[src/rtl/timer_pkg.sv]
// Shared timer types: slave-mode encodings, controller FSM states and the
// CEN write-latency grace window length.
package timer_pkg;

  typedef enum logic [2:0] {
    SMS_INT     = 3'd0,
    SMS_ENC1    = 3'd1,
    SMS_ENC2    = 3'd2,
    SMS_RSVD    = 3'd3,
    SMS_RESET   = 3'd4,
    SMS_GATED   = 3'd5,
    SMS_TRIGGER = 3'd6,
    SMS_EXT1    = 3'd7
  } sms_e;

  typedef enum logic [1:0] {
    IDLE  = 2'd0,
    ARMED = 2'd1,
    RUN   = 2'd2
  } smc_state_e;

  // Cycles after a CEN-set request during which a low cen_i is still stale.
  localparam int CEN_GRACE_CYC = 2;

endpackage

[src/rtl/trigger_sync_edge.sv]
// Multi-flop synchronizer followed by a registered edge detector.
// sync_o, rise_o and fall_o are all registered and mutually aligned, so a
// consumer sees the level and its edge strobe in the same cycle.
module trigger_sync_edge #(
  parameter int SYNC_STAGES = 2
) (
  input  logic clk_i,
  input  logic aresetn_i,
  input  logic a_i,
  output logic sync_o,
  output logic rise_o,
  output logic fall_o
);

  logic [SYNC_STAGES-1:0] sync_q, sync_d;
  logic                   prev_q, prev_d;
  logic                   rise_q, rise_d;
  logic                   fall_q, fall_d;
  logic                   sync_last;

  assign sync_last = sync_q[SYNC_STAGES-1];

  // Shift the raw input through the chain and derive edges against the previous level.
  always_comb begin
    sync_d = {sync_q[SYNC_STAGES-2:0], a_i};
    prev_d = sync_last;
    rise_d = sync_last & ~prev_q;
    fall_d = ~sync_last & prev_q;
  end

  // Synchronizer, previous-level and edge strobe registers.
  always_ff @(posedge clk_i or negedge aresetn_i) begin
    if (!aresetn_i) begin
      sync_q <= '0;
      prev_q <= 1'b0;
      rise_q <= 1'b0;
      fall_q <= 1'b0;
    end else begin
      sync_q <= sync_d;
      prev_q <= prev_d;
      rise_q <= rise_d;
      fall_q <= fall_d;
    end
  end

  assign sync_o = prev_q;
  assign rise_o = rise_q;
  assign fall_o = fall_q;

endmodule

[src/rtl/slave_mode_controller.sv]
// Timer slave-mode controller: sequences the counter from the synchronized
// trigger according to SMS and produces registered enable/reinit/CEN-set/TIF.
module slave_mode_controller
  import timer_pkg::*;
#(
  parameter int SYNC_STAGES = 2
) (
  input  logic       clk_i,
  input  logic       aresetn_i,
  input  logic [2:0] sms_i,
  input  logic       trgi_i,
  input  logic       cen_i,
  input  logic       ug_i,
  output logic       cnt_en_o,
  output logic       cnt_rst_o,
  output logic       cen_set_o,
  output logic       tif_o
);

  localparam int GRACE_W = $clog2(CEN_GRACE_CYC + 1);

  logic               trg_s, trg_rise, trg_fall;
  smc_state_e         state_q, state_d;
  sms_e               sms_q, sms_d;
  logic               cen_prev_q, cen_prev_d;
  logic [GRACE_W-1:0] grace_q, grace_d;
  logic               cnt_en_q, cnt_en_d;
  logic               cnt_rst_q, cnt_rst_d;
  logic               cen_set_q, cen_set_d;
  logic               tif_q, tif_d;
  logic               mode_chg;
  logic               cen_fall;

  trigger_sync_edge #(
    .SYNC_STAGES(SYNC_STAGES)
  ) u_trg_sync (
    .clk_i    (clk_i),
    .aresetn_i(aresetn_i),
    .a_i      (trgi_i),
    .sync_o   (trg_s),
    .rise_o   (trg_rise),
    .fall_o   (trg_fall)
  );

  assign mode_chg = (sms_e'(sms_i) != sms_q);
  assign cen_fall = cen_prev_q & ~cen_i;

  // Next-state and next-output logic; a mode change silences everything and restarts from IDLE.
  always_comb begin
    state_d    = state_q;
    sms_d      = sms_e'(sms_i);
    cen_prev_d = cen_i;
    cnt_en_d   = 1'b0;
    cnt_rst_d  = ug_i;
    cen_set_d  = 1'b0;
    tif_d      = 1'b0;
    if (cen_set_q) begin
      grace_d = GRACE_W'(CEN_GRACE_CYC);
    end else if (grace_q != '0) begin
      grace_d = grace_q - GRACE_W'(1);
    end else begin
      grace_d = grace_q;
    end

    case (state_q)
      IDLE: begin
        if (sms_q == SMS_TRIGGER) begin
          state_d = ARMED;
        end else if (cen_i) begin
          state_d = RUN;
        end
      end
      ARMED: begin
        if (trg_rise) begin
          state_d   = RUN;
          cnt_en_d  = 1'b1;
          cen_set_d = 1'b1;
          tif_d     = 1'b1;
        end
      end
      RUN: begin
        case (sms_q)
          SMS_RESET: begin
            cnt_en_d = 1'b1;
            if (trg_rise) begin
              cnt_rst_d = 1'b1;
              tif_d     = 1'b1;
            end
          end
          SMS_GATED: begin
            cnt_en_d = trg_s;
            tif_d    = trg_rise | trg_fall;
          end
          SMS_TRIGGER: begin
            cnt_en_d = 1'b1;
            tif_d    = trg_rise;
          end
          SMS_EXT1: begin
            cnt_en_d = trg_rise;
            tif_d    = trg_rise;
          end
          default: begin
            cnt_en_d = 1'b1;
          end
        endcase
        if (sms_q == SMS_TRIGGER) begin
          if (cen_fall && (grace_q == '0)) begin
            state_d = IDLE;
          end
        end else if (!cen_i) begin
          state_d = IDLE;
        end
      end
      default: begin
        state_d = IDLE;
      end
    endcase

    if (mode_chg) begin
      state_d   = IDLE;
      cnt_en_d  = 1'b0;
      cnt_rst_d = 1'b0;
      cen_set_d = 1'b0;
      tif_d     = 1'b0;
    end
  end

  // State, mode, CEN history and output registers.
  always_ff @(posedge clk_i or negedge aresetn_i) begin
    if (!aresetn_i) begin
      state_q    <= IDLE;
      sms_q      <= SMS_INT;
      cen_prev_q <= 1'b0;
      grace_q    <= '0;
      cnt_en_q   <= 1'b0;
      cnt_rst_q  <= 1'b0;
      cen_set_q  <= 1'b0;
      tif_q      <= 1'b0;
    end else begin
      state_q    <= state_d;
      sms_q      <= sms_d;
      cen_prev_q <= cen_prev_d;
      grace_q    <= grace_d;
      cnt_en_q   <= cnt_en_d;
      cnt_rst_q  <= cnt_rst_d;
      cen_set_q  <= cen_set_d;
      tif_q      <= tif_d;
    end
  end

  assign cnt_en_o  = cnt_en_q;
  assign cnt_rst_o = cnt_rst_q;
  assign cen_set_o = cen_set_q;
  assign tif_o     = tif_q;

endmodule
[config.mk]
export PLATFORM = sky130hd
export DESIGN_NAME = slave_mode_controller
export DESIGN_NICKNAME = d
export VERILOG_FILES = /design/src/rtl/timer_pkg.sv /design/src/rtl/trigger_sync_edge.sv /design/src/rtl/slave_mode_controller.sv
export SDC_FILE = /design/constraint.sdc
export NUM_CORES = 1
export LEC_CHECK = 0
export BUFFER_PORTS_ARGS = -buffer_cell sky130_fd_sc_hd__buf_2
export CAP_MARGIN = 10
export CELL_PAD_IN_SITES_DETAIL_PLACEMENT = 0
export CELL_PAD_IN_SITES_GLOBAL_PLACEMENT = 1
export CORE_MARGIN = 5
export CORE_UTILIZATION = 35
export CTS_CLUSTER_DIAMETER = 60
export DETAILED_ROUTE_END_ITERATION = 10
export PLACE_DENSITY_LB_ADDON = 0.1
export SLEW_MARGIN = 20
export SYNTH_ARGS = -nofsm -noshare
export SYNTH_HDL_FRONTEND = slang
export SYNTH_SLANG_ARGS = --single-unit
[constraint.sdc]
create_clock -name clk_i -period 5.2 [get_ports clk_i]
set_input_delay 0.26 -clock clk_i [delete_from_list [all_inputs] [get_ports clk_i]]
set_output_delay 0.26 -clock clk_i [all_outputs]
set_load 0.05 [all_outputs]
Yosys cells after proc, flatten, opt, wreduce, memory -nomap -nowiden
Index checks and enable logic that the tools add are counted.
Word-level totals
  output and inout port bits: 4
  bits in registers: 17
Cells by class
  bitwise operators: 7
  multiplexer cells: 23
  reductions and logical operators: 7
  equality and inequality tests: 11
  add/subtract/negate cells: 1
Operator list (number)
  two-way mux 2 bit: 9
  == test 3 bit, second input constant: 4
  inequality test 4 bit, second input constant: 3
  two-way mux 1 bit: 9
  one-hot mux 1 bit (2 select lines): 3
  one-hot mux 2 bit (3 select lines): 1
  zero test 2 bit: 2
  AND reduction 4 bit: 1
  nonzero test 2 bit: 2
  AND 1 bit: 3
  inequality test 3 x 2 -> 1 bit, second input constant: 1
  inequality test 3 bit: 1
  NOT 1 bit: 3
  one-hot mux 1 bit (3 select lines): 1
  == test 2 x 1 -> 1 bit, second input constant: 1
  == test 2 bit, second input constant: 1
  OR reduction 2 bit: 1
  subtractor 2 x 1 -> 2 bit, second input constant: 1
  logical AND 1 bit: 1
  bitwise OR 1 bit: 1

Longest topological paths before layout
Gate-level depths: netlist of the first run.
  depth after elaboration: 7
  depth in mapped cells: 6
  mapped depth without buffers: 6

Modules after synthesis
From an unflattened synthesis of the first run, not the netlist that was laid out.
Second synthesis, totals
  cell total of the unflattened synthesis: 62
  area, all modules: 755.7 sq um
Modules (own cells, without submodules)
  slave_mode_controller: times used 1, area each 615.6 sq um, cells an instance 55
  trigger_sync_edge: times used 1, area each 140.1 sq um, cells an instance 7

Least setup slack after synthesis of the first run
No wires, ideal clock.
  path type: reg-to-reg
  start: register state_q[0]
  end: register state_q[0]
  arrival time: 1.671 ns
  buffers on the path: 0
  data required time: 5.122 ns
  cell stages (with the launch flop): 7
  clock period less this slack: 1.749 ns
  library setup time: 0.078 ns
  setup slack: 3.451 ns
  path through: dfrtp_1 -> inv_1 -> ha_1 -> mux2_2 -> a22o_1 -> or4b_1 -> a21boi_1
Between the ends
  word-level cells in the longest chain between the ends: 3
  elaborated cells between the ends (all ways): 10
  classes of those cells: 6 x eq/ne; 2 x mux; 2 x reduce/logical
RTL lines
  from (decl): line slave_mode_controller.sv:23  | smc_state_e state_q, state_d;
  from (signal assigned): line slave_mode_controller.sv:140  | state_q <= state_d;
  == test 2 bit, or another cell as far along: line slave_mode_controller.sv:65  | case (state_q)
  inequality test 4 bit (no line), or another cell as far along
  AND reduction 4 bit (no line) / two-way mux 2 bit (equally long branches)
Several ways; a longest one is shown, not always the timed one.
A chain may end at the register's enable or synchronous reset.

Worst setup path after layout of the first run
Same ends and word-level chain as after synthesis.

==> metrics.yaml, run 1 <==
nets: 89
synth_top_area_share: 0.581
die-area_sq_um: 3110
worstPathMaxFanout: 4
irDropWorstVdd_uv: 155
ios: 12
clk_latency_ns: 0.29
die_x_um: 55.7
drc_errors: 0
rows: 16
synth_compound_area_frac: 0.104
die_h_um: 55.7
synth-simple-area-share: 0.144
placedCellCount: 98
slowest_stage: "or4b_1"
antenna_cells: 0
clk_pin_slew_worst_paths_ns: 0.10
max_freq_mhz: 537
synth_mux_area_frac: 0.0291
grt_max_degree: 18
setup_viol: 0
gp_congestion: 0.851
tightestPinTransition_ns: 0.580
synth-xor-area-share: 0.0479
cp-end-kind: "flop"
cts_buffers: 3
pre_cts_ws_ns: 3.34
ant_nets: 0
yosys_warnings: 0
htree_levels: 1
synth_cells: 60
finalHoldViolCount: 0
maxCapViolations: 0
antenna_found_initial: 0
postPlaceCellArea_sq_um: 821
worstSetupPathType: "flop to flop"
wl_per_cell_um: 11.8
viasPerCell: 4.66
ys_seq_area_frac: 0.581
grt_overflow: 0
fin_skew_ns: 0.0133
fin_util: 0.433
hold_ws_ns: 0.0625
syn-num-nets: 72
worstPathArrival_ns: 2.09
drive_gt1_frac: 0.224
power_density_nw_per_um2: 326
worst_slack_ns: 3.34
synth_area_leaders: "dfrtp_1 (58%), ha_1 (6.8%), xor2_1 (4.8%), inv_1 (2.6%), nor2b_1 (2.6%)"
grt_pass1_vias: 505
cp.required_ns: 5.43
cts_tree: "built"
syn_area_per_cell_sq_um: 12.2
first_iter_violations: 7
yosys.area_share.adder: 0.0684
finalNonFillerCells: 103
yosys.area.top_type: "dfrtp_1"
port_buffers: 11
synth.distinct_cells: 26
p_leak_nw: 0.422
vias: 480
grt_pass1_wl_um: 2140
critPathLaunchType: "flop"
relSlewSlack: 0.611
fin_area_sq_um: 858
p_total_uw: 280
coreArea_sq_um: 1980
cts-root-buf: "clkbuf_4"
synthToLayoutAreaGrowth_pct: 17.3
synth_area_sq_um: 732
tns_ns: 0
initial_core_util: 0.369
critPathMaxStageDelay_ns: 0.47
ys_ff_latch: 17
grt_use_total: 0.0901
slew_viol_final: 0
drt-total-wl_um: 1210
finalCriticalPeriod_ns: 1.86
clk_path_buf_depth: 2
rsz0062_at_grt: "no"
hpwl_um: 910
cts_sinks: 17
finalCritPeriodShare: 0.358
synth_top_family_by_area: "simple AND/OR/NAND/NOR gates"
status: "finished, final reports clean"
cp_cell_sequence: "inv_1 > ha_1 > mux2_2 > a22o_1 > or4b_1 > a21boi_1"
hold_class: "input pin to flop"
dr.pass1.iters: 4
final timing paths:
path,from,end,slack (ns),depth (start not counted)
worst max-delay path,state_q[0]$_DFFE_PN0P_,state_q[0]$_DFFE_PN0P_,3.34,6
worst min-delay path,trgi_i,u_trg_sync.sync_q[0]$_DFF_PN0_,0.06,1
worst min register to register,u_trg_sync.sync_q[0]$_DFF_PN0_,u_trg_sync.sync_q[1]$_DFF_PN0_,0.36,0
worst max register to register,state_q[0]$_DFFE_PN0P_,state_q[0]$_DFFE_PN0P_,3.34,6
min in group asynchronous,aresetn_i,u_trg_sync.sync_q[1]$_DFF_PN0_,0.40,2
max in group asynchronous,aresetn_i,cen_prev_q$_DFF_PN0_,4.53,2
critical path: cells and delay by family, from the launching register on:
| family | cells | cell delay, ns |
|---|---|---|
| AOI/OAI and AO/OA | 2 | 0.38 |
| and+or+nand+nor | 1 | 0.47 |
| adders and majority gates | 1 | 0.23 |
| buffers and inverters | 1 | 0.07 |
| DFF | 1 | 0.38 |
| muxes | 1 | 0.26 |
registers in the layout (all words and copies together), names as in the netlist:
signal and count:
sms_q 3, grace_q 2, state_q 2, u_trg_sync.sync_q 2, cen_prev_q 1, cen_set_o 1
cnt_en_o 1, cnt_rst_o 1, tif_o 1, u_trg_sync.fall_o 1, u_trg_sync.rise_o 1, u_trg_sync.sync_o 1
Yosys cell counts, drive strengths merged:
master and instances:
a21oi 1, mux2 1, o211a 1, a21boi 1
nor4 1, nand2 4, xor2 4, inv 5
nor3 1, o21ai 1, a31oi 1, nand3 1
nor2b 3, and4b 1, nand3b 2, nor2 3
ha 4, a211o 2, a22o 1, mux2i 1
nor4b 1, o21a 1, a211oi 1, or4b 1
dfrtp 17
power by group:
group	switching, mW	internal, mW
clock network	0.0399	0.0286
logic	0.0300	0.0281
registers	0.00804	0.146
total	0.0779	0.202
timing repair:
action | in CTS | in global routing
resized for setup | 0 | 0
endpoints found under the hold margin | 17 | 0
buffers inserted | 0 | 0
hold buffers | 1 | 0
cell type report:
cell class                 instances  area (sq um)
clock buffer                       3          22.5
fill                             194          1120
tap                               27          33.8
inverter                           5          18.8
sequential                        17           425
timing repair buffer              12          65.1
multi-input combinational         38           288
clock inverter                     1          5.00
logic make-up (layout without fill, tap and decap cells):
group / after synthesis / after routing
and+or+nand+nor: 18 / 18
DFF: 17 / 17
AOI/OAI and AO/OA: 10 / 10
buffers and inverters: 5 / 21
adders and majority gates: 4 / 4
xor gates and xnor gates: 4 / 4
muxes: 2 / 2
metal layers:
metal  track usage  share of wire
met5             0              0
met4        0.0521          0.026
met3        0.0441          0.068
met2         0.130           0.38
met1         0.107           0.52
cell usage in the layout (no fill, tap or decap), types with 2 or more instances in the layout:
cell,count
buf_2,11
inv_1,5
dfrtp_1,17
nor2b_1,3
clkbuf_4,3
nand3b_1,2
xor2_1,4
nor2_1,3
ha_1,4
nand2_1,4
Power figures use the tool's default switching activity.
==> run 2: changes to the inputs <==
--- a/config.mk
+++ b/config.mk
@@ -5,6 +5,7 @@
 export SDC_FILE = /design/constraint.sdc
 export NUM_CORES = 1
 export LEC_CHECK = 0
+export ABC_AREA = 1
 export BUFFER_PORTS_ARGS = -buffer_cell sky130_fd_sc_hd__buf_2
 export CAP_MARGIN = 10
 export CELL_PAD_IN_SITES_DETAIL_PLACEMENT = 0
==> constraint.sdc (replaced) <==
create_clock -name clk_i -period 1.75 [get_ports clk_i]
set_input_delay 0.0875 -clock clk_i [delete_from_list [all_inputs] [get_ports clk_i]]
set_output_delay 0.0875 -clock clk_i [all_outputs]
set_load 0.05 [all_outputs]
==> run 2 against run 1 <==
Net effect: count of clock-buffer cells in the layout stayed put; first-iteration DRC count is 140% higher; synthesized area is 14% higher; critical path depth is 2 higher; synthesized cell count is 47% higher; power grew to 3.0 times the previous value; sequential power grew to 3.0 times the previous value; register-to-register slack worse by 2.9 ns; worst hold slack worse by 0.024 ns; die area is 11% higher; clock skew is 0.013 ns lower; worst setup slack worse by 2.9 ns.
==> metrics.yaml, run 2 <==
fin_util: 0.448
hpwl_um: 1080
yosys.area.top_type: "dfrtp_1"
synth_commonest_cells: "dfrtp_1 (17), inv_1 (12), nand2_1 (11), nor2_1 (11), nand2_2 (7)"
syn_area_per_cell_sq_um: 9.46
htree_levels: 1
yosys_warnings: 0
antenna_cells: 0
final_common_cell: "dfrtp_1"
p_sw_uw: 247
power_density_nw_per_um2: 841
die_x_um: 58.8
yosys.cell_count.top_type: "dfrtp_1"
syn-num-nets: 100
pwr-share-seq: 0.542
finalCriticalPeriod_ns: 1.29
port_buffers: 11
viasPerCell: 4.29
top_register: "sms_q"
cts_tree: "built"
wl_per_cell_um: 10.3
finalHoldViolCount: 0
max_freq_mhz: 774
finalCritPeriodShare: 0.738
rows: 17
grt_max_degree: 18
clk_path_buf_depth: 2
p_leak_nw: 0.522
p_int_uw: 595
postCtsSetupRepairBufs: 0
final_cell_mix: "dfrtp_1 (17), inv_1 (12), nor2_1 (11), nand2_1 (11), buf_2 (11)"
die-area_sq_um: 3450
ios: 12
cp.required_ns: 1.98
slew_viol_final: 0
drc_errors: 0
synth.distinct_cells: 24
cp_cell_sequence: "inv_1 > ha_1 > nand2_2 > nor2_1 > nand2_1 > nand3_1 > nand3_1 > nand2_1"
clk_latency_ns: 0.28
grt_pass1_wl_um: 2530
rsz0062_at_grt: "no"
fin_skew_ns: 0.000566
ys_seq_area_frac: 0.511
worstPathArrival_ns: 1.52
fin_area_sq_um: 1000
synth_cells: 88
status: "finished, final reports clean"
cts-root-buf: "clkbuf_4"
sw_frac_of_total: 0.293
coreArea_sq_um: 2230
fillers: 227
gp_congestion: 0.798
irDropWorstVdd_uv: 555
antenna_found_initial: 0
drt-total-wl_um: 1400
first_iter_violations: 17
ant_nets: 0
maxCapViolations: 0
grt_pass1_vias: 592
cts_buffers: 3
clk_pin_slew_worst_paths_ns: 0.10
tightestPinTransition_ns: 0.378
setup_viol: 0
synth_area_leaders: "dfrtp_1 (51%), ha_1 (6.0%), inv_1 (5.4%), nand2_2 (5.3%), nand2_1 (5.0%)"
largest_register_ffs: 3
synthArstFlopShare: 1.00
clock_power_share: 0.250
initial_core_util: 0.373
pwr-share-comb: 0.208
relSlewSlack: 0.748
critPathMaxStageDelay_ns: 0.41
worstPathMaxFanout: 4
grt_use_total: 0.0964
hold_class: "input pin to flop"
synth_edf_count: 0
vias: 584
slowest_stage: "dfrtp_1"
nets: 121
synth_area_sq_um: 832
critPathLaunchType: "flop"
ys_ff_latch: 17
cts_sinks: 17
synthFlopType: "dfrtp_1"
grt_overflow: 0
synth_top_area_share: 0.511
postPlaceCellArea_sq_um: 911
dr.pass1.iters: 4
drive_gt1_frac: 0.287
cp-end-kind: "flop"
cts_resized: 0
worstSetupPathType: "flop to flop"
cts_hold_buffers: 6
synthToLayoutAreaGrowth_pct: 20.3
tns_ns: 0
die_h_um: 58.8
## run 2: changes by cell type in the layout (fill, tap and decap cells not counted), moves of 5 or more
cell,delta
nand2_1,+7
nor2_1,+8
nand3_1,+5
nand2_2,+7
dlygate4sd3_1,+5
inv_1,+7
## run 2: cell type report
| type | instances | area, sq um | share of cell area |
|---|---|---|---|
| flip-flops and latches | 17 | 425 | 0.425 |
| multi-input cells | 55 | 338 | 0.338 |
| repair buffers | 17 | 115 | 0.115 |
| inverters | 15 | 57.6 | 0.0575 |
| well taps | 28 | 35.0 | 0.0350 |
| clock buffers | 3 | 22.5 | 0.0225 |
| clock inverters | 1 | 7.51 | 0.00750 |
## run 2: power groups by stage
| stage | registers [mW] | logic, mW | clock network [mW] |
|---|---|---|---|
| 6_report | 0.456 | 0.175 | 0.211 |
| 5_1_grt | 0.462 | 0.207 | 0.243 |
| 4_1_cts | 0.457 | 0.178 | 0.225 |
| 3_5_place_dp | 0.465 | 0.167 | 0 |
| 3_3_place_gp | 0.464 | 0.163 | 0 |
| 2_1_floorplan | 0.462 | 0.125 | 0 |
## run 2: per-layer routing
| layer | vias up | global-route usage | share of wire |
|---|---|---|---|
| met1 | 263 | 0.130 | 0.48 |
| met3 | 0 | 0.0197 | 0.041 |
| met5 | - | 0 | 0 |
| met2 | 9 | 0.145 | 0.48 |
| met4 | 0 | 0.0485 | 0 |
| li1 | 312 | - | - |
## run 2: cell families (layout without fill, tap and decap cells)
group,Yosys count,in the layout,synth area share
fa+ha+maj,4,4,0.0602
compound gates,9,9,0.0677
simple gates,39,39,0.229
buf+inv,16,36,0.0827
xor+xnor,3,3,0.0496
flops,17,17,0.511
## run 2: worst paths after layout
kind                                                     start                              to  slack [ns]  cells past startpoint
worst max-delay path                    state_q[0]$_DFFE_PN0P_          state_q[0]$_DFFE_PN0P_        0.46                      8
worst min-delay path                                      ug_i             cnt_rst_o$_DFF_PN0_        0.04                      3
worst max register to register          state_q[0]$_DFFE_PN0P_          state_q[0]$_DFFE_PN0P_        0.46                      8
worst min register to register  u_trg_sync.sync_q[0]$_DFF_PN0_  u_trg_sync.sync_q[1]$_DFF_PN0_        0.36                      0
max in group asynchronous                            aresetn_i                 tif_o$_DFF_PN0_        1.24                      2
min in group asynchronous                            aresetn_i  u_trg_sync.sync_q[1]$_DFF_PN0_        0.24                      2
## run 2: stage by stage
| stage | cells | power, mW | hold WS, ns | setup WS, ns |
|---|---|---|---|---|
| detailed placement | 126 | 0.632 | 0.0292 | 0.490 |
| global route | 136 | 0.912 | 0.0392 | 0.356 |
| floorplan | 88 | 0.587 | -0.208 | 0.606 |
| finish | 136 | 0.842 | 0.0382 | 0.458 |
| global placement | 126 | 0.628 | 0.0253 | 0.509 |
| CTS | 136 | 0.860 | 0.0351 | 0.461 |
## run 2: critical path: cells and delay by family, from the launching register on
| kind | cells | cell delay, ns |
|---|---|---|
| adder cells (fa/ha/maj) | 1 | 0.24 |
| flip-flops | 1 | 0.41 |
| AND/OR/NAND/NOR | 6 | 0.51 |
| buffers and inverters | 1 | 0.08 |
